<file path="config.mk">
export PLATFORM = sky130hd
export DESIGN_NAME = branch_resolve_flat
export DESIGN_NICKNAME = d
export VERILOG_FILES = /design/src/rtl/branch_resolve_if.sv /design/src/rtl/branch_resolve.sv /design/src/flat_wrapper.sv
export SDC_FILE = /design/constraint.sdc
export NUM_CORES = 1
export LEC_CHECK = 0
export CAP_MARGIN = 20
export CORE_AREA = 2 2 146 148
export DETAILED_ROUTE_END_ITERATION = 8
export DIE_AREA = 0 0 148 150
export SETUP_SLACK_MARGIN = 0.02
export SLEW_MARGIN = 20
export SYNTH_ARGS = -nofsm -noshare
export SYNTH_HDL_FRONTEND = slang
export SYNTH_SLANG_ARGS = --single-unit
export TNS_END_PERCENT = 20
</file>
<file path="constraint.sdc">
create_clock -name clk -period 6.71 [get_ports clk]
set_input_delay 1.342 -clock clk [delete_from_list [all_inputs] [get_ports clk]]
set_output_delay 1.342 -clock clk [all_outputs]
set_load 0.01 [all_outputs]
</file>
<file path="src/rtl/branch_resolve_if.sv">
`default_nettype none
// ============================================================================
// Module      : branch_resolve_if
// Description : Execute-stage control-transfer bus between the pipeline and
//               the branch resolution unit. The optional statistics outputs
//               exist only when BRANCH_STATS_EN is defined.
// Revision    : 1.0 - initial release
// ============================================================================
interface branch_resolve_if #(
    parameter int DWIDTH = 32,
    parameter int AWIDTH = 32
);
    logic              valid_i;
    logic [6:0]        opcode_i;
    logic [2:0]        funct3_i;
    logic              breq_i;
    logic              brlt_i;
    logic [AWIDTH-1:0] pc_i;
    logic [DWIDTH-1:0] imm_i;
    logic [DWIDTH-1:0] rs1_i;
    logic              stall_i;
    logic [AWIDTH-1:0] pc_o;
    logic              redirect_o;
    logic              flush_o;
    logic              taken_o;
`ifdef BRANCH_STATS_EN
    logic [31:0]       branch_cnt_o;
    logic [31:0]       taken_cnt_o;

    modport master (
        output valid_i, opcode_i, funct3_i, breq_i, brlt_i, pc_i, imm_i, rs1_i, stall_i,
        input  pc_o, redirect_o, flush_o, taken_o, branch_cnt_o, taken_cnt_o
    );
    modport slave (
        input  valid_i, opcode_i, funct3_i, breq_i, brlt_i, pc_i, imm_i, rs1_i, stall_i,
        output pc_o, redirect_o, flush_o, taken_o, branch_cnt_o, taken_cnt_o
    );
`else
    modport master (
        output valid_i, opcode_i, funct3_i, breq_i, brlt_i, pc_i, imm_i, rs1_i, stall_i,
        input  pc_o, redirect_o, flush_o, taken_o
    );
    modport slave (
        input  valid_i, opcode_i, funct3_i, breq_i, brlt_i, pc_i, imm_i, rs1_i, stall_i,
        output pc_o, redirect_o, flush_o, taken_o
    );
`endif
endinterface
`default_nettype wire

</file>
<file path="src/rtl/branch_resolve.sv">
`default_nettype none
// ============================================================================
// Module      : branch_resolve
// Description : Resolves execute-stage branches/jumps, owns the fetch PC and
//               squashes younger stages for FLUSH_CYCLES after a redirect.
//               Define BRANCH_STATS_EN to add saturating branch counters.
// Revision    : 1.0 - initial release
// ============================================================================
module branch_resolve #(
    parameter int                DWIDTH       = 32,
    parameter int                AWIDTH       = 32,
    parameter logic [AWIDTH-1:0] BASEADDR     = AWIDTH'(32'h01000000),
    parameter int                FLUSH_CYCLES = 2
) (
    input  wire               clk,
    input  wire               reset,
    branch_resolve_if.slave   bus
);
    localparam logic [6:0] c_op_branch  = 7'b1100011;
    localparam logic [6:0] c_op_jal     = 7'b1101111;
    localparam logic [6:0] c_op_jalr    = 7'b1100111;
    localparam logic [0:0] c_run        = 1'b0;
    localparam logic [0:0] c_flush      = 1'b1;
    localparam logic [2:0] c_flush_load = 3'(FLUSH_CYCLES);

    logic [0:0]        r_state;
    logic [0:0]        w_state_nxt;
    logic [2:0]        r_cnt;
    logic [2:0]        w_cnt_nxt;
    logic [AWIDTH-1:0] r_pc;
    logic              r_redirect;
    logic              r_taken;
    logic              w_flush;
    logic              w_taken;
    logic              w_accept;
    logic              w_redirect_now;
    logic [AWIDTH-1:0] w_imm_a;
    logic [AWIDTH-1:0] w_rs1_a;
    logic [AWIDTH-1:0] w_jalr_sum;
    logic [AWIDTH-1:0] w_target;

    // Bring the operand-width immediate and rs1 onto the PC width
    generate
        if (DWIDTH >= AWIDTH) begin : g_addr_trunc
            assign w_imm_a = bus.imm_i[AWIDTH-1:0];
            assign w_rs1_a = bus.rs1_i[AWIDTH-1:0];
        end else begin : g_addr_sext
            assign w_imm_a = {{(AWIDTH-DWIDTH){bus.imm_i[DWIDTH-1]}}, bus.imm_i};
            assign w_rs1_a = {{(AWIDTH-DWIDTH){1'b0}}, bus.rs1_i};
        end
    endgenerate

    assign w_jalr_sum     = w_rs1_a + w_imm_a;
    assign w_target       = (bus.opcode_i == c_op_jalr)
                          ? (w_jalr_sum & {{(AWIDTH-1){1'b1}}, 1'b0})
                          : (bus.pc_i + w_imm_a);
    assign w_accept       = bus.valid_i & ~bus.stall_i & (r_state == c_run);
    assign w_redirect_now = w_accept & w_taken;

    // Taken decision from opcode, funct3 and the upstream comparator flags
    always_comb begin
        w_taken = 1'b0;
        case (bus.opcode_i)
            c_op_branch: begin
                case (bus.funct3_i)
                    3'b000:         w_taken = bus.breq_i;
                    3'b001:         w_taken = ~bus.breq_i;
                    3'b100, 3'b110: w_taken = bus.brlt_i;
                    3'b101, 3'b111: w_taken = ~bus.brlt_i;
                    default:        w_taken = 1'b0;
                endcase
            end
            c_op_jal, c_op_jalr: w_taken = 1'b1;
            default:             w_taken = 1'b0;
        endcase
    end

    // FSM state and flush counter register
    always_ff @(posedge clk) begin
        if (reset) begin
            r_state <= c_run;
            r_cnt   <= 3'd0;
        end else begin
            r_state <= w_state_nxt;
            r_cnt   <= w_cnt_nxt;
        end
    end

    // Next state: a taken accept opens a flush window; each unstalled cycle consumes one slot
    always_comb begin
        w_state_nxt = r_state;
        w_cnt_nxt   = r_cnt;
        if (!bus.stall_i) begin
            case (r_state)
                c_run: begin
                    if (w_redirect_now) begin
                        w_state_nxt = c_flush;
                        w_cnt_nxt   = c_flush_load;
                    end
                end
                c_flush: begin
                    w_cnt_nxt = r_cnt - 3'd1;
                    if (r_cnt <= 3'd1) begin
                        w_state_nxt = c_run;
                        w_cnt_nxt   = 3'd0;
                    end
                end
                default: begin
                    w_state_nxt = c_run;
                    w_cnt_nxt   = 3'd0;
                end
            endcase
        end
    end

    // Moore output: squash younger stages for the whole flush window
    always_comb begin
        w_flush = 1'b0;
        if (r_state == c_flush) begin
            w_flush = 1'b1;
        end
    end

    // Fetch PC, one-cycle redirect pulse and last resolution
    always_ff @(posedge clk) begin
        if (reset) begin
            r_pc       <= BASEADDR;
            r_redirect <= 1'b0;
            r_taken    <= 1'b0;
        end else begin
            r_redirect <= w_redirect_now;
            if (!bus.stall_i) begin
                r_pc <= w_redirect_now ? w_target : (r_pc + AWIDTH'(4));
            end
            if (w_accept) begin
                r_taken <= w_taken;
            end
        end
    end

    assign bus.pc_o       = r_pc;
    assign bus.redirect_o = r_redirect;
    assign bus.flush_o    = w_flush;
    assign bus.taken_o    = r_taken;

`ifdef BRANCH_STATS_EN
    logic [31:0] r_branch_cnt;
    logic [31:0] r_taken_cnt;
    logic        w_branch_acc;

    assign w_branch_acc = w_accept & (bus.opcode_i == c_op_branch);

    // Saturating counts of accepted conditional branches and of those taken
    always_ff @(posedge clk) begin
        if (reset) begin
            r_branch_cnt <= 32'd0;
            r_taken_cnt  <= 32'd0;
        end else begin
            if (w_branch_acc && (r_branch_cnt != 32'hFFFFFFFF)) begin
                r_branch_cnt <= r_branch_cnt + 32'd1;
            end
            if (w_branch_acc && w_taken && (r_taken_cnt != 32'hFFFFFFFF)) begin
                r_taken_cnt <= r_taken_cnt + 32'd1;
            end
        end
    end

    assign bus.branch_cnt_o = r_branch_cnt;
    assign bus.taken_cnt_o  = r_taken_cnt;
`endif
endmodule
`default_nettype wire

</file>
<file path="src/flat_wrapper.sv">
// flat-port wrapper written by rule: the top's interface ports become plain ports
module branch_resolve_flat 
#(
    parameter int                DWIDTH       = 32,
    parameter int                AWIDTH       = 32,
    parameter logic [AWIDTH-1:0] BASEADDR     = AWIDTH'(32'h01000000),
    parameter int                FLUSH_CYCLES = 2
)
  (clk, reset, bus_valid_i, bus_opcode_i, bus_funct3_i, bus_breq_i, bus_brlt_i, bus_pc_i, bus_imm_i, bus_rs1_i, bus_stall_i, bus_pc_o, bus_redirect_o, bus_flush_o, bus_taken_o);
  branch_resolve_if #(.DWIDTH(DWIDTH), .AWIDTH(AWIDTH)) bus_i ();
  input  wire clk;
  input  wire reset;
  input wire logic [$bits(bus_i.valid_i)-1:0] bus_valid_i;
  input wire logic [$bits(bus_i.opcode_i)-1:0] bus_opcode_i;
  input wire logic [$bits(bus_i.funct3_i)-1:0] bus_funct3_i;
  input wire logic [$bits(bus_i.breq_i)-1:0] bus_breq_i;
  input wire logic [$bits(bus_i.brlt_i)-1:0] bus_brlt_i;
  input wire logic [$bits(bus_i.pc_i)-1:0] bus_pc_i;
  input wire logic [$bits(bus_i.imm_i)-1:0] bus_imm_i;
  input wire logic [$bits(bus_i.rs1_i)-1:0] bus_rs1_i;
  input wire logic [$bits(bus_i.stall_i)-1:0] bus_stall_i;
  output wire logic [$bits(bus_i.pc_o)-1:0] bus_pc_o;
  output wire logic [$bits(bus_i.redirect_o)-1:0] bus_redirect_o;
  output wire logic [$bits(bus_i.flush_o)-1:0] bus_flush_o;
  output wire logic [$bits(bus_i.taken_o)-1:0] bus_taken_o;
  assign bus_i.valid_i = bus_valid_i;
  assign bus_i.opcode_i = bus_opcode_i;
  assign bus_i.funct3_i = bus_funct3_i;
  assign bus_i.breq_i = bus_breq_i;
  assign bus_i.brlt_i = bus_brlt_i;
  assign bus_i.pc_i = bus_pc_i;
  assign bus_i.imm_i = bus_imm_i;
  assign bus_i.rs1_i = bus_rs1_i;
  assign bus_i.stall_i = bus_stall_i;
  assign bus_pc_o = bus_i.pc_o;
  assign bus_redirect_o = bus_i.redirect_o;
  assign bus_flush_o = bus_i.flush_o;
  assign bus_taken_o = bus_i.taken_o;
  branch_resolve #(.DWIDTH(DWIDTH), .AWIDTH(AWIDTH), .BASEADDR(BASEADDR), .FLUSH_CYCLES(FLUSH_CYCLES)) u_core (.clk(clk), .reset(reset), .bus(bus_i));
endmodule
</file>
==> results, run 1 <==
- The post-synthesis sequential element count is 38.
- Setup repair after global routing left no endpoint under its margin.
- For the pin with the worst max-slew slack, the measured transition is 1.01 ns.
- The critical path's largest stage delay is 0.51 ns.
- The net count reported at finish is 1145.
- The maximum fanout encountered on the critical timing path is 5.
- At the later pin of the worst-skew pair, clock insertion delay measures 0.29 ns.
- The number of nets in the synthesized netlist is 1028.
- In the routed layout, each cell is associated on average with a via count of 5.59.
- Ranked by total cell area, the synthesized netlist is headed by sky130_fd_sc_hd__ha_1, sky130_fd_sc_hd__dfxtp_1, sky130_fd_sc_hd__a21oi_1.
- The class of the most critical setup path is in -> reg.
- The power per cell area is 123 nW/um2.
- Yosys printed 0 warnings.
- The time the final worst path needs with I/O delays and setup is 4.16 ns.
- The number of max-slew violations in the final report is 0.
- In the layout the commonest cells are sky130_fd_sc_hd__clkdlybuf4s50_1, sky130_fd_sc_hd__a21oi_1, sky130_fd_sc_hd__nand2_1.
- The post-synthesis instance area is 6070 um2.
- The number of cells on the worst hold path is 2.
- Once detailed placement completed, the half-perimeter wirelength came to 17700 um.
- The fill cell instance count of the final layout is 2224.
- Leaving out fill and tap cells, the most frequent cell in the layout is sky130_fd_sc_hd__clkdlybuf4s50_1.
- The share of the Yosys chip area taken by registers is 0.125.
- The share of the synthesized area in the top cell type is 0.132.
- The average size of a mapped cell is 7.14 um2.
- The setup check on the worst reg-to-reg path leaves a slack of 4.11 ns.
- The total DRC errors in the routed layout is 0.
- The data required time at the worst endpoint is 6.91 ns.
- The critical path contains buffers and inverters numbering 2 combined.
- After synthesis, the share of flip-flops with an asynchronous set or reset is 0.
- The count of buffers from port buffering is 146.
- Setup violations remaining at the end of the flow were counted as 0.
- The root buffer cell is sky130_fd_sc_hd__clkbuf_16.
- For this run, the total global-route usage over all layers was measured as 0.187.
- The fmax is 0.240 GHz.
- The wire length per cell is 17.4 um.
- From left edge to right edge, the die measures 148 um.
- The origin of the worst min-delay path is u_core.bus.taken_o$_SDFFE_PP0P_.
- The row count is 53.
- The number of buffers added to fix hold violations after cts is 0.
- The master of the slowest instance on the critical path is sky130_fd_sc_hd__clkdlybuf4s50_1.
- Counting the buffers created by CTS gives 5.
- Entering global routing, the biggest net connects 32 pins.
- The cell-internal power is 591 uW.
- Measured along the y axis, the die boundary spans 150 um.
- Dividing the final minimum period by the clock period gives 0.620.
- The worst reg2reg path startpoint is u_core.r_state$_SDFFE_PP0N_.
- The floorplan step defined a die boundary enclosing 22200 um2.
- The number of enable flip-flop cells after synthesis is 0.
- The count of max-cap constraint violations is 0.
- The part of the power in combinational logic is 0.527.
- The prevailing post-synth register cell is sky130_fd_sc_hd__dfxtp_1.
- The total via count after detailed routing is 6943.
- The detail route stage leaves a number of antenna-violating nets equal to 0.
- The number of hold-slack violations in the final timing report came to 0.
- The number of different library cells used by synthesis comes to 76.
- The relative contribution of sequential cells to total power is 0.241.
- The cell family contributing the most delay on the critical path is compound AO/OA/AOI/OAI gates.
- The first detailed-routing pass took 5 iterations.
- The share of final-layout standard cells stronger than drive strength 1 is 0.0403.
- The critical register-to-register path endpoint is u_core.bus.pc_o[27]$_SDFFE_PP0N_.
- For hold timing, the worst endpoint is u_core.bus.taken_o$_SDFFE_PP0P_.
- The overall power of the completed layout is 968 uW.
- The total routed wirelength is 21600 um.
- The type of origin of the critical path is an input pin.
- The run finished with clean final reports.
- Of the total power, the share spent switching nets is 0.390.
- The type of destination of the critical path is a flip-flop.
- For this block, the initial DRC count from the detailed router was 642.
- The initial antenna violation count is 0.
- The total congestion overflow after global routing is 0.
- After clock tree synthesis, the setup repair step added 0 buffers.
- The final weighted congestion of routability-driven global placement is 0.900.
- The H-tree level count is 2.
- Data arrives at the worst endpoint at 4.35 ns.
- OpenSTA, run right after detailed placement, puts the worst setup slack at 2.29 ns.
- The register clock-pin slew on the reported worst setup and hold paths is 0.06 ns.
- The cell type with the highest aggregate area in the netlist is sky130_fd_sc_hd__ha_1.
- After technology mapping, the gate count stands at 850.
- Measured against its own limit, the worst slew margin works out to 0.324.
- The number of global-route vias before repair is 6444.
- The number of antenna diodes is 0.
- After floorplanning, the core was sized to cover 20700 um2.
- The net switching power figure is 377 uW.
- Gates resized during post-CTS repair numbered 0.
- The initial core utilization is 0.293.
- The type of the worst min-delay path is reg -> reg.
- The area growth from synthesis to layout is 29.5%.
- Across the VDD grid, the largest voltage drop is 77.3 uV.
- The leakage dissipation is 0.00296 uW.
- For this design, the sink count on the clock tree is 38.
- The worst-case reg-to-reg path depth is 8.
- The clock tree from TritonCTS is built.
- The first global-routing pass estimated 33600 um of wire.
- After routing, the total negative slack on setup checks comes to 0 ns.
- The number of ports placed on the die boundary is 147.
- Traced cell by cell, the critical path runs through clkdlybuf4s50_1 > inv_1 > fa_1 > nand2b_1 > a21oi_1 > o211a_1 > nor4_2 > nor3_2 > nor3b_1 > o41ai_2 > a221oi_1.
- The longest clock path from root to sink contains 2 buffers.
- The fraction of power consumed by the clock network is 0.232.
- Setup slack closes at 2.55 ns.
- The post-route clock skew is 0.00701 ns.
## how the worst max path moves through the flow
stage                            start                          endpoint  slack [ns]  cells past startpoint
final                     bus_imm_i[1]  u_core.bus.pc_o[22]$_SDFFE_PP0N_        2.55                     11
after global routing      bus_imm_i[1]  u_core.bus.pc_o[22]$_SDFFE_PP0N_        2.37                     11
after floorplan           bus_imm_i[0]  u_core.bus.pc_o[28]$_SDFFE_PP0N_        3.14                     11
after CTS                 bus_imm_i[1]  u_core.bus.pc_o[22]$_SDFFE_PP0N_        2.58                     11
after detailed placement  bus_imm_i[1]  u_core.bus.pc_o[22]$_SDFFE_PP0N_        2.29                     11
after global placement    bus_imm_i[1]  u_core.bus.pc_o[22]$_SDFFE_PP0N_        2.36                     11
## Yosys cell counts, drive strengths merged, types with 14 or more instances
cell type,count
nor2,75
dfxtp,38
a21oi,96
nand3,36
ha,64
xnor2,37
o21ai,49
nand2,82
a21o,20
nand4,19
nor3,23
o21bai,14
clkbuf,16
and3,15
inv,23
buf,24
xor2,14
a31oi,20
## power by group through the flow
stage / clock network (uW) / registers [uW] / logic (uW)
3_5_place_dp: 0 / 238 / 499
4_1_cts: 229 / 233 / 502
6_report: 224 / 233 / 510
3_3_place_gp: 0 / 238 / 502
2_1_floorplan: 0 / 238 / 327
5_1_grt: 237 / 234 / 557
## state kept, by name, indices dropped and copies added (netlist names)
| register | count |
|---|---|
| u_core.bus.pc_o | 32 |
| u_core.r_state | 1 |
| u_core.bus.redirect_o | 1 |
| u_core.r_cnt | 3 |
| u_core.bus.taken_o | 1 |
## final cells by class
class / count / area [um2] / share of cell area
Tap cell: 275 / 344 / 0.0438
Timing Repair Buffer: 150 / 1490 / 0.190
Sequential cell: 38 / 761 / 0.0968
Multi-Input combinational cell: 749 / 5040 / 0.642
Clock buffer: 5 / 125 / 0.0159
Inverter: 23 / 86.3 / 0.0110
Clock inverter: 2 / 10.0 / 0.00127
## worst register-to-register path, stage by stage (launching register included)
cell and delay, ns:
sky130_fd_sc_hd__dfxtp_1 0.34, sky130_fd_sc_hd__nor2_1 0.12, sky130_fd_sc_hd__and2_1 0.20, sky130_fd_sc_hd__o211ai_1 0.11, sky130_fd_sc_hd__buf_4 0.26, sky130_fd_sc_hd__nor2_1 0.83, sky130_fd_sc_hd__o21ai_0 0.26, sky130_fd_sc_hd__o311a_1 0.17
sky130_fd_sc_hd__a311oi_1 0.24
## layer usage
metal	track usage	vias to the layer above	wire, um
met2	0.291	283	9410
met4	0.0590	0	503
li1	-	3476	-
met3	0.0238	38	1440
met1	0.266	3146	10300
met5	0	-	0
## metrics by stage
step	area [um2]	hold WS [ns]	cells	util
3_5_place_dp	7730	0.449	1235	0.373
4_1_cts	7860	0.457	1242	0.380
6_report	7860	0.455	1242	0.380
2_1_floorplan	6070	0.476	850	-
3_3_place_gp	7730	0.447	1235	0.373
5_1_grt	7860	0.480	1242	0.380
## logic make-up (layout without fill, tap and decap cells)
kind of cell,Yosys count,after routing,share of synthesized area
and+or+nand+nor,313,313,0.258
adders and majority gates,66,66,0.139
AOI/OAI and AO/OA,310,310,0.345
buffers and inverters,63,180,0.0437
xor gates and xnor gates,51,51,0.0736
muxes,9,9,0.0153
DFF,38,38,0.125
(Power assumes the default switching activity.)
==> run 2, diff against run 1 <==
- clock period: 6.71 -> 3.7 ns (I/O delays scaled with it)
==> run 2 against run 1 <==
  * Largest power group unchanged
  * Die area unchanged
  * Power up 90%
  * Sequential share of layout area is 0.35 points lower
  * Wire length increased by 2.4%
  * Via count is 2.2% higher
==> results, run 2 (synthesis results as in run 1) <==
- The run finished with clean final reports.
- The CTS sink count came to 38 (unchanged).
- The fraction of power consumed by the clock network came to 0.242 (+0.010).
- The fmax is 0.290 GHz.
- The worst IR drop on VDD is 132 uV (+71%).
- The data required time at the worst endpoint is 3.91 ns (-3.00 ns).
- The layout overhead on the synthesized area is 34.4%.
- The final weighted congestion of routability-driven global placement was 0.911 (+1.1%).
- The worst register-to-register path begins at u_core.bus.pc_o[2]$_SDFFE_PP0N_.
- The part of the power in combinational logic is 0.528 (about the same).
- The pin count of the biggest net entering global routing came to 31 (-3.1%).
- The net count reported at finish is 1183 (+3.3%).
- The total routed wirelength is 22200 um (+2.4%).
- The wire length of the first global-routing pass came to 34800 um (+3.6%).
- The post-route clock skew is 0.00374 ns (-0.00327 ns).
- The total congestion overflow after global routing is 0 (unchanged).
- The startpoint identified for the worst hold timing path is u_core.bus.pc_o[1]$_SDFFE_PP0P_.
- The total via count after detailed routing is 7099 (+2.2%).
- The clock insertion delay at the later pin of the skew report is 0.29 ns (about the same).
- The number of hold-slack violations in the final timing report is 0 (unchanged).
- The cell-internal power is 1130 uW (+91%).
- The library cell used most frequently in the layout, excluding fill and tap cells, is sky130_fd_sc_hd__clkdlybuf4s50_1.
- The number of iterations in the first detailed-routing pass is 5 (unchanged).
- The total CTS buffers is 5 (unchanged).
- The leakage dissipation is 0.00315 uW (+6.4%).
- The total DRC errors in the routed layout came to 0 (unchanged).
- The count of max-cap constraint violations is 0 (unchanged).
- The share of final-layout standard cells stronger than drive strength 1 came to 0.0765 (+0.0362).
- The detailed placer's ending HPWL is 18300 um (+3.7%).
- The horizontal die dimension was 148 um (unchanged).
- The wire length per cell is 17.3 um (-0.67%).
- The fill cell instance count of the final layout is 2191 (-1.5%).
- The worst-case clock buffer depth is 2 (unchanged).
- The net switching power figure came to 707 uW (+87%).
- The worst setup path is captured at a flip-flop.
- The type of the worst min-delay path is reg -> reg.
- The number of cells on the worst hold path is 2 (unchanged).
- The global router's overall resource usage is 0.193 (+0.00680).
- The arrival time reported for the critical path endpoint is 3.66 ns (-0.69 ns).
- The worst-case reg-to-reg path depth was 7 (-1).
- The initial antenna violation count is 0 (unchanged).
- The maximum fanout encountered on the critical timing path is 7 (+2).
- The root buffer cell is sky130_fd_sc_hd__clkbuf_16.
- The share of the cycle needed by the critical path after routing is 0.933.
- The register clock-pin slew on the reported worst setup and hold paths was 0.06 ns (about the same).
- The count of buffers from port buffering is 146 (unchanged).
- The number of placed instances with taps included is 1273 (+3.1%).
- The number of global-route vias before repair was 6571 (+2.0%).
- Walking the worst path, the cells encountered are clkdlybuf4s50_1 > ha_1 > nand4_1 > nor4_1 > a22oi_1 > a31oi_2 > a31o_2 > mux2i_1 > a221oi_2 > a221oi_2.
- The worst-margin pin slew is 0.593 ns (-0.417 ns).
- The switching part of the total was 0.386 (-0.00442).
- The die footprint is 22200 um2 (unchanged).
- The worst setup path is launched from an input pin.
- The master of the slowest instance on the critical path is sky130_fd_sc_hd__clkdlybuf4s50_1.
- The count of buffer and inverter cells on the critical path is 1 (-1).
- For hold timing, the worst endpoint is u_core.bus.pc_o[1]$_SDFFE_PP0P_.
- The relative contribution of sequential cells to total power was 0.231 (-0.010).
- The reg-to-reg setup timing slack is 1.39 ns (-2.72 ns).
- Setup repair after global routing left no endpoint under its margin.
- The power per cell area is 225 nW/um2 (+83%).
- The number of buffers added for setup after CTS is 0 (unchanged).
- Subtracting the final worst setup slack from the clock period gives 3.45 ns.
- TritonCTS built the clock tree.
- The vertical extent of the die was 150 um (unchanged).
- The critical path's largest stage delay was 0.47 ns (-0.04 ns).
- The number of flip-flops in the largest register is 32 (unchanged).
- The most numerous cell type found on the critical path is sky130_fd_sc_hd__a221oi_2.
- The row count came to 53 (unchanged).
- The class of the most critical setup path is in -> reg.
- The final number of setup-violating endpoints was 0 (unchanged).
- The ratio of routed vias to standard cells is 5.54 (-0.87%).
- The initial core utilization is 0.293 (unchanged).
- The area of the placeable core was 20700 um2 (unchanged).
- The cell class contributing the biggest share of worst-path delay is compound AO/OA/AOI/OAI gates.
- The critical register-to-register path endpoint is u_core.bus.pc_o[29]$_SDFFE_PP0N_.
- The H-tree level count was 2 (unchanged).
- The count of instances resized after the clock tree is built came to 0 (unchanged).
- The number of antenna diodes is 0 (unchanged).
- The relative slew slack was 0.599 (+0.275).
- The number of max-slew violations in the final report is 0 (unchanged).
- The number of ports placed on the die boundary came to 147 (unchanged).
- The post-layout instance count excluding filler cells is 1281 (+3.1%).
- The iteration-0 DRC count of the detailed router is 671 (+4.5%).
- The final-layout setup total negative slack is 0 ns (unchanged).
- The number of routed nets with antenna violations was 0 (unchanged).
- The library cells used most frequently in the layout, excluding fill and tap cells, are sky130_fd_sc_hd__clkdlybuf4s50_1, sky130_fd_sc_hd__a21oi_1, sky130_fd_sc_hd__nand2_1.
- The number of buffers added to fix hold violations after cts was 0 (unchanged).
[run 2: cell count changes in the layout (fill, tap and decap cells not counted)]
cell / change
sky130_fd_sc_hd__clkbuf_8: +1
sky130_fd_sc_hd__buf_4: +38
sky130_fd_sc_hd__clkinv_2: -1
sky130_fd_sc_hd__clkbuf_1: +1
[run 2: worst max path at each step]
| stage | cells after the start | start | slack, ns | to |
|---|---|---|---|---|
| floorplan | 11 | bus_imm_i[0] | 0.73 | u_core.bus.pc_o[28]$_SDFFE_PP0N_ |
| global placement | 12 | bus_imm_i[0] | 0.1 | u_core.bus.pc_o[28]$_SDFFE_PP0N_ |
| detailed placement | 10 | bus_imm_i[11] | 0.02 | u_core.bus.pc_o[29]$_SDFFE_PP0N_ |
| CTS | 10 | bus_imm_i[11] | 0.31 | u_core.bus.pc_o[29]$_SDFFE_PP0N_ |
| global route | 9 | bus_imm_i[20] | 0.03 | u_core.bus.pc_o[27]$_SDFFE_PP0N_ |
| finish | 10 | bus_imm_i[11] | 0.25 | u_core.bus.pc_o[29]$_SDFFE_PP0N_ |
[run 2: power groups by stage]
stage	Clock [uW]	Sequential [uW]	Combinational, uW
floorplan	0	431	592
global placement	0	433	953
detailed placement	0	433	950
CTS	450	424	956
global route	465	425	1060
finish	443	424	968
[run 2: final cells by class]
class                      instances  area (um2)  area share
multi-input combinational        749        5040       0.618
timing repair buffer             188        1780       0.218
sequential                        38         761      0.0932
tap                              275         344      0.0422
clock buffer                       7         143      0.0175
inverter                          23        86.3      0.0106
clock inverter                     1        5.00    0.000613
[run 2: worst reg2reg max path, cell delays in order (launching register included)]
cell                       delay, ns
sky130_fd_sc_hd__dfxtp_1        0.43
sky130_fd_sc_hd__nand3_1        0.18
sky130_fd_sc_hd__or3_1          0.53
sky130_fd_sc_hd__nor4_2         0.46
sky130_fd_sc_hd__and3_1         0.24
sky130_fd_sc_hd__a221o_1        0.13
sky130_fd_sc_hd__a221oi_2       0.04
sky130_fd_sc_hd__a221oi_2       0.23
[run 2: routing by layer]
layer	up-vias	track usage	part of all wire
li1	3547	-	-
met1	3256	0.277	0.47
met2	275	0.309	0.45
met3	21	0.0244	0.065
met4	0	0.0452	0.013
met5	-	0	0
[run 2: per-stage QoR]
stage / total power (uW) / worst slack [ns] / instance area [um2] / util / hold WS, ns
floorplan: 1020 / 0.734 / 6070 / - / 0.476
global placement: 1390 / 0.0984 / 8010 / 0.387 / 0.446
detailed placement: 1380 / 0.0183 / 8010 / 0.387 / 0.448
CTS: 1830 / 0.312 / 8160 / 0.394 / 0.456
global route: 1950 / 0.0265 / 8160 / 0.394 / 0.475
finish: 1840 / 0.246 / 8160 / 0.394 / 0.455
==> run 3, diff against run 2 <==
- CORE_AREA: 2 2 146 148 -> 2 2 127 129
- DIE_AREA: 0 0 148 150 -> 0 0 129 131
- PLACE_DENSITY: unset -> 0.68
==> run 3 against run 2 <==
  * First-iteration DRC count increased by 1.9%
  * Largest cell class unchanged
  * Fmax increased by 1.5%
  * Final area decreased by 1.5%
  * Register-to-register slack about the same
  * Non-clock buffer count decreased by 9
  * Clock power increased by 7.4%
  * Setup slack improved by 0.051 ns
  * Combinational power decreased by 2.1%
==> results, run 3 (synthesis results as in run 1) <==
- The initial core utilization came to 0.389 (+0.0958).
- The library cells used most frequently in the layout, excluding fill and tap cells, are sky130_fd_sc_hd__clkdlybuf4s50_1, sky130_fd_sc_hd__a21oi_1, sky130_fd_sc_hd__nand2_1.
- The utilization after layout came to 0.515 (+0.121).
- The wire length per cell was 17.0 um (-1.9%).
- The number of max-slew violations in the final report was 0 (unchanged).
- The worst setup slack after layout is 0.297 ns (+0.0510 ns).
- The total CTS buffers is 5 (unchanged).
- Setup repair after global routing left no endpoint under its margin.
- The critical register-to-register path endpoint is u_core.bus.pc_o[30]$_SDFFE_PP0N_.
- The total via count after detailed routing is 7120 (+0.30%).
- The number of routed nets with antenna violations is 0 (unchanged).
- The final weighted congestion of routability-driven global placement is 0.912 (+0.20%).
- The relative slew slack is 0.574 (-0.0253).
- The part of the power in combinational logic is 0.513 (-0.015).
- The type of destination of the critical path is a flip-flop.
- The type of the worst min-delay path is reg -> reg.
- The share of the cycle needed by the critical path after routing is 0.920 (-0.0138).
- The global router's overall resource usage is 0.235 (+0.0413).
- The net switching power figure is 691 uW (-2.3%).
- The total DRC errors in the routed layout is 0 (unchanged).
- The startpoint identified for the worst register-to-register timing path is u_core.bus.pc_o[12]$_SDFFE_PP0N_.
- The worst-margin pin slew is 0.634 ns (+0.0414 ns).
- The area of the placeable core is 15600 um2 (-25%).
- The count of instances resized after the clock tree is built is 0 (unchanged).
- The number of ports placed on the die boundary is 147 (unchanged).
- The clock insertion delay at the later pin of the skew report is 0.29 ns (about the same).
- The post-route clock skew is 0.00739 ns (+0.00365 ns).
- The number of buffers added to fix hold violations after cts is 0 (unchanged).
- The reg-to-reg setup timing slack is 1.38 ns (about the same).
- The relative contribution of sequential cells to total power is 0.229 (-0.002).
- The die footprint is 16900 um2 (-24%).
- The flow ran to the end, and the final reports show no timing, DRC or antenna violations.
- The ratio of routed vias to standard cells is 5.87 (+5.9%).
- The origin of the worst min-delay path is u_core.bus.pc_o[0]$_SDFFE_PP0P_.
- The worst-case clock buffer depth is 2 (unchanged).
- The type of origin of the critical path is an input pin.
- The register clock-pin slew on the reported worst setup and hold paths is 0.06 ns (about the same).
- The iteration-0 DRC count of the detailed router was 684 (+1.9%).
- The area taken by multi-input logic gates was 5040 um2 (unchanged).
- The number of global-route vias before repair is 6396 (-2.7%).
- The count of buffers from port buffering is 146 (unchanged).
- The final-layout setup total negative slack was 0 ns (unchanged).
- The number of cells on the worst hold path is 2 (unchanged).
- The setup path with the least slack is of type in -> reg.
- The detailed placer's ending HPWL is 16700 um (-8.9%).
- The worst hold path terminates at u_core.bus.pc_o[0]$_SDFFE_PP0P_.
- The layout overhead on the synthesized area is 32.4%.
- The fill cell instance count of the final layout is 1519 (-31%).
- The fraction of power consumed by the clock network is 0.258 (+0.016).
- The pin count of the biggest net entering global routing is 31 (unchanged).
- The count of max-cap constraint violations came to 0 (unchanged).
- The time the final worst path needs with I/O delays and setup is 3.40 ns (-0.0510 ns).
- The row count is 46 (-13%).
- The cell-internal power is 1160 uW (+2.5%).
- The vertical extent of the die is 131 um (-13%).
- The area used by sequential logic in the layout came to 761 um2 (unchanged).
- The most common cell after layout, fill and taps aside is sky130_fd_sc_hd__clkdlybuf4s50_1.
- The number of antenna diodes is 0 (unchanged).
- The number of buffers added for setup after CTS is 0 (unchanged).
- The share of final-layout standard cells stronger than drive strength 1 is 0.0692 (-0.00733).
- The number of hold-slack violations in the final timing report came to 0 (unchanged).
- The initial antenna violation count was 0 (unchanged).
- The number of iterations in the first detailed-routing pass came to 5 (unchanged).
- The worst IR drop on VDD is 158 uV (+20%).
- The CTS sink count is 38 (unchanged).
- The final number of setup-violating endpoints is 0 (unchanged).
- TritonCTS built the clock tree.
- The overall power of the completed layout was 1850 uW (+0.68%).
- The data required time at the worst endpoint is 3.91 ns (about the same).
- The wire length of the first global-routing pass is 32200 um (-7.5%).
- The horizontal die dimension is 129 um (-13%).
- The number of placed instances with taps included was 1205 (-5.3%).
- The net count reported at finish is 1174 (-0.76%).
- The H-tree level count is 2 (unchanged).
- The maximum fanout encountered on the critical timing path is 7 (unchanged).
- The number of flip-flops in the largest register is 32 (unchanged).
- The total congestion overflow after global routing is 0 (unchanged).
- The post-layout instance count excluding filler cells was 1213 (-5.3%).
- CTS placed an instance of sky130_fd_sc_hd__clkbuf_16 at the clock tree root.
- The worst-case reg-to-reg path depth is 8 (+1).
- The leakage dissipation came to 0.00312 uW (-0.99%).
- The placement-stage worst setup slack came to 0.0101 ns (-0.00823 ns).
- The fmax is 0.294 GHz (+1.5%).
- The power per cell area is 230 nW/um2 (+2.2%).
- The arrival time reported for the critical path endpoint is 3.61 ns (-0.05 ns).
- The total routed wirelength is 20600 um (-7.1%).
- The switching part of the total came to 0.374 (-0.0114).
[run 3: changes by cell type in the layout (fill, tap and decap cells not counted)]
cell                       previous run  this run
sky130_fd_sc_hd__buf_4               42        33
sky130_fd_sc_hd__clkbuf_1             1         0
sky130_fd_sc_hd__clkbuf_8             1         3
sky130_fd_sc_hd__clkinv_2             1         0
[run 3: worst max path at each step]
| stage | startpoint | to | slack, ns | cells past startpoint |
|---|---|---|---|---|
| CTS | bus_imm_i[0] | u_core.bus.pc_o[28]$_SDFFE_PP0N_ | 0.33 | 12 |
| floorplan | bus_imm_i[0] | u_core.bus.pc_o[28]$_SDFFE_PP0N_ | 0.73 | 11 |
| detailed placement | bus_imm_i[0] | u_core.bus.pc_o[28]$_SDFFE_PP0N_ | 0.01 | 12 |
| finish | bus_imm_i[11] | u_core.bus.pc_o[29]$_SDFFE_PP0N_ | 0.30 | 10 |
| global route | bus_imm_i[10] | u_core.bus.pc_o[29]$_SDFFE_PP0N_ | 0.08 | 10 |
| global placement | bus_imm_i[0] | u_core.bus.pc_o[28]$_SDFFE_PP0N_ | 0.13 | 12 |
[run 3: power groups by stage]
stage / Sequential, uW / Clock, uW / Combinational (uW)
2_1_floorplan: 431 / 0 / 592
3_3_place_gp: 432 / 0 / 928
3_5_place_dp: 432 / 0 / 926
4_1_cts: 423 / 485 / 932
5_1_grt: 424 / 495 / 1030
6_report: 424 / 476 / 948
[run 3: final cells by class]
type	count	area share
flip-flops and latches	38	0.0947
clock buffers	8	0.0207
repair buffers	179	0.213
well taps	216	0.0336
multi-input cells	749	0.628
inverters	23	0.0107
[run 3: routing by layer]
metal,up-vias,global-route usage,wire length [um]
met2,301,0.368,8980
met5,-,0,0
li1,3515,-,-
met4,0,0.0633,385
met1,3270,0.333,9560
met3,34,0.0399,1660
[run 3: worst max-delay path, cell delays in order]
cell and delay, ns:
sky130_fd_sc_hd__clkdlybuf4s50_1 0.46, sky130_fd_sc_hd__ha_1 0.43, sky130_fd_sc_hd__nand4_1 0.23, sky130_fd_sc_hd__nor2_1 0.19, sky130_fd_sc_hd__o2111ai_1 0.28, sky130_fd_sc_hd__a31oi_2 0.43
sky130_fd_sc_hd__a31o_2 0.28, sky130_fd_sc_hd__mux2i_1 0.24, sky130_fd_sc_hd__a221oi_2 0.09, sky130_fd_sc_hd__a221oi_2 0.23
[run 3: through the flow]
step,hold WS (ns),instance area [um2]
finish,0.452,8040
CTS,0.455,8040
global placement,0.446,7870
detailed placement,0.447,7870
global route,0.485,8040
floorplan,0.476,6070
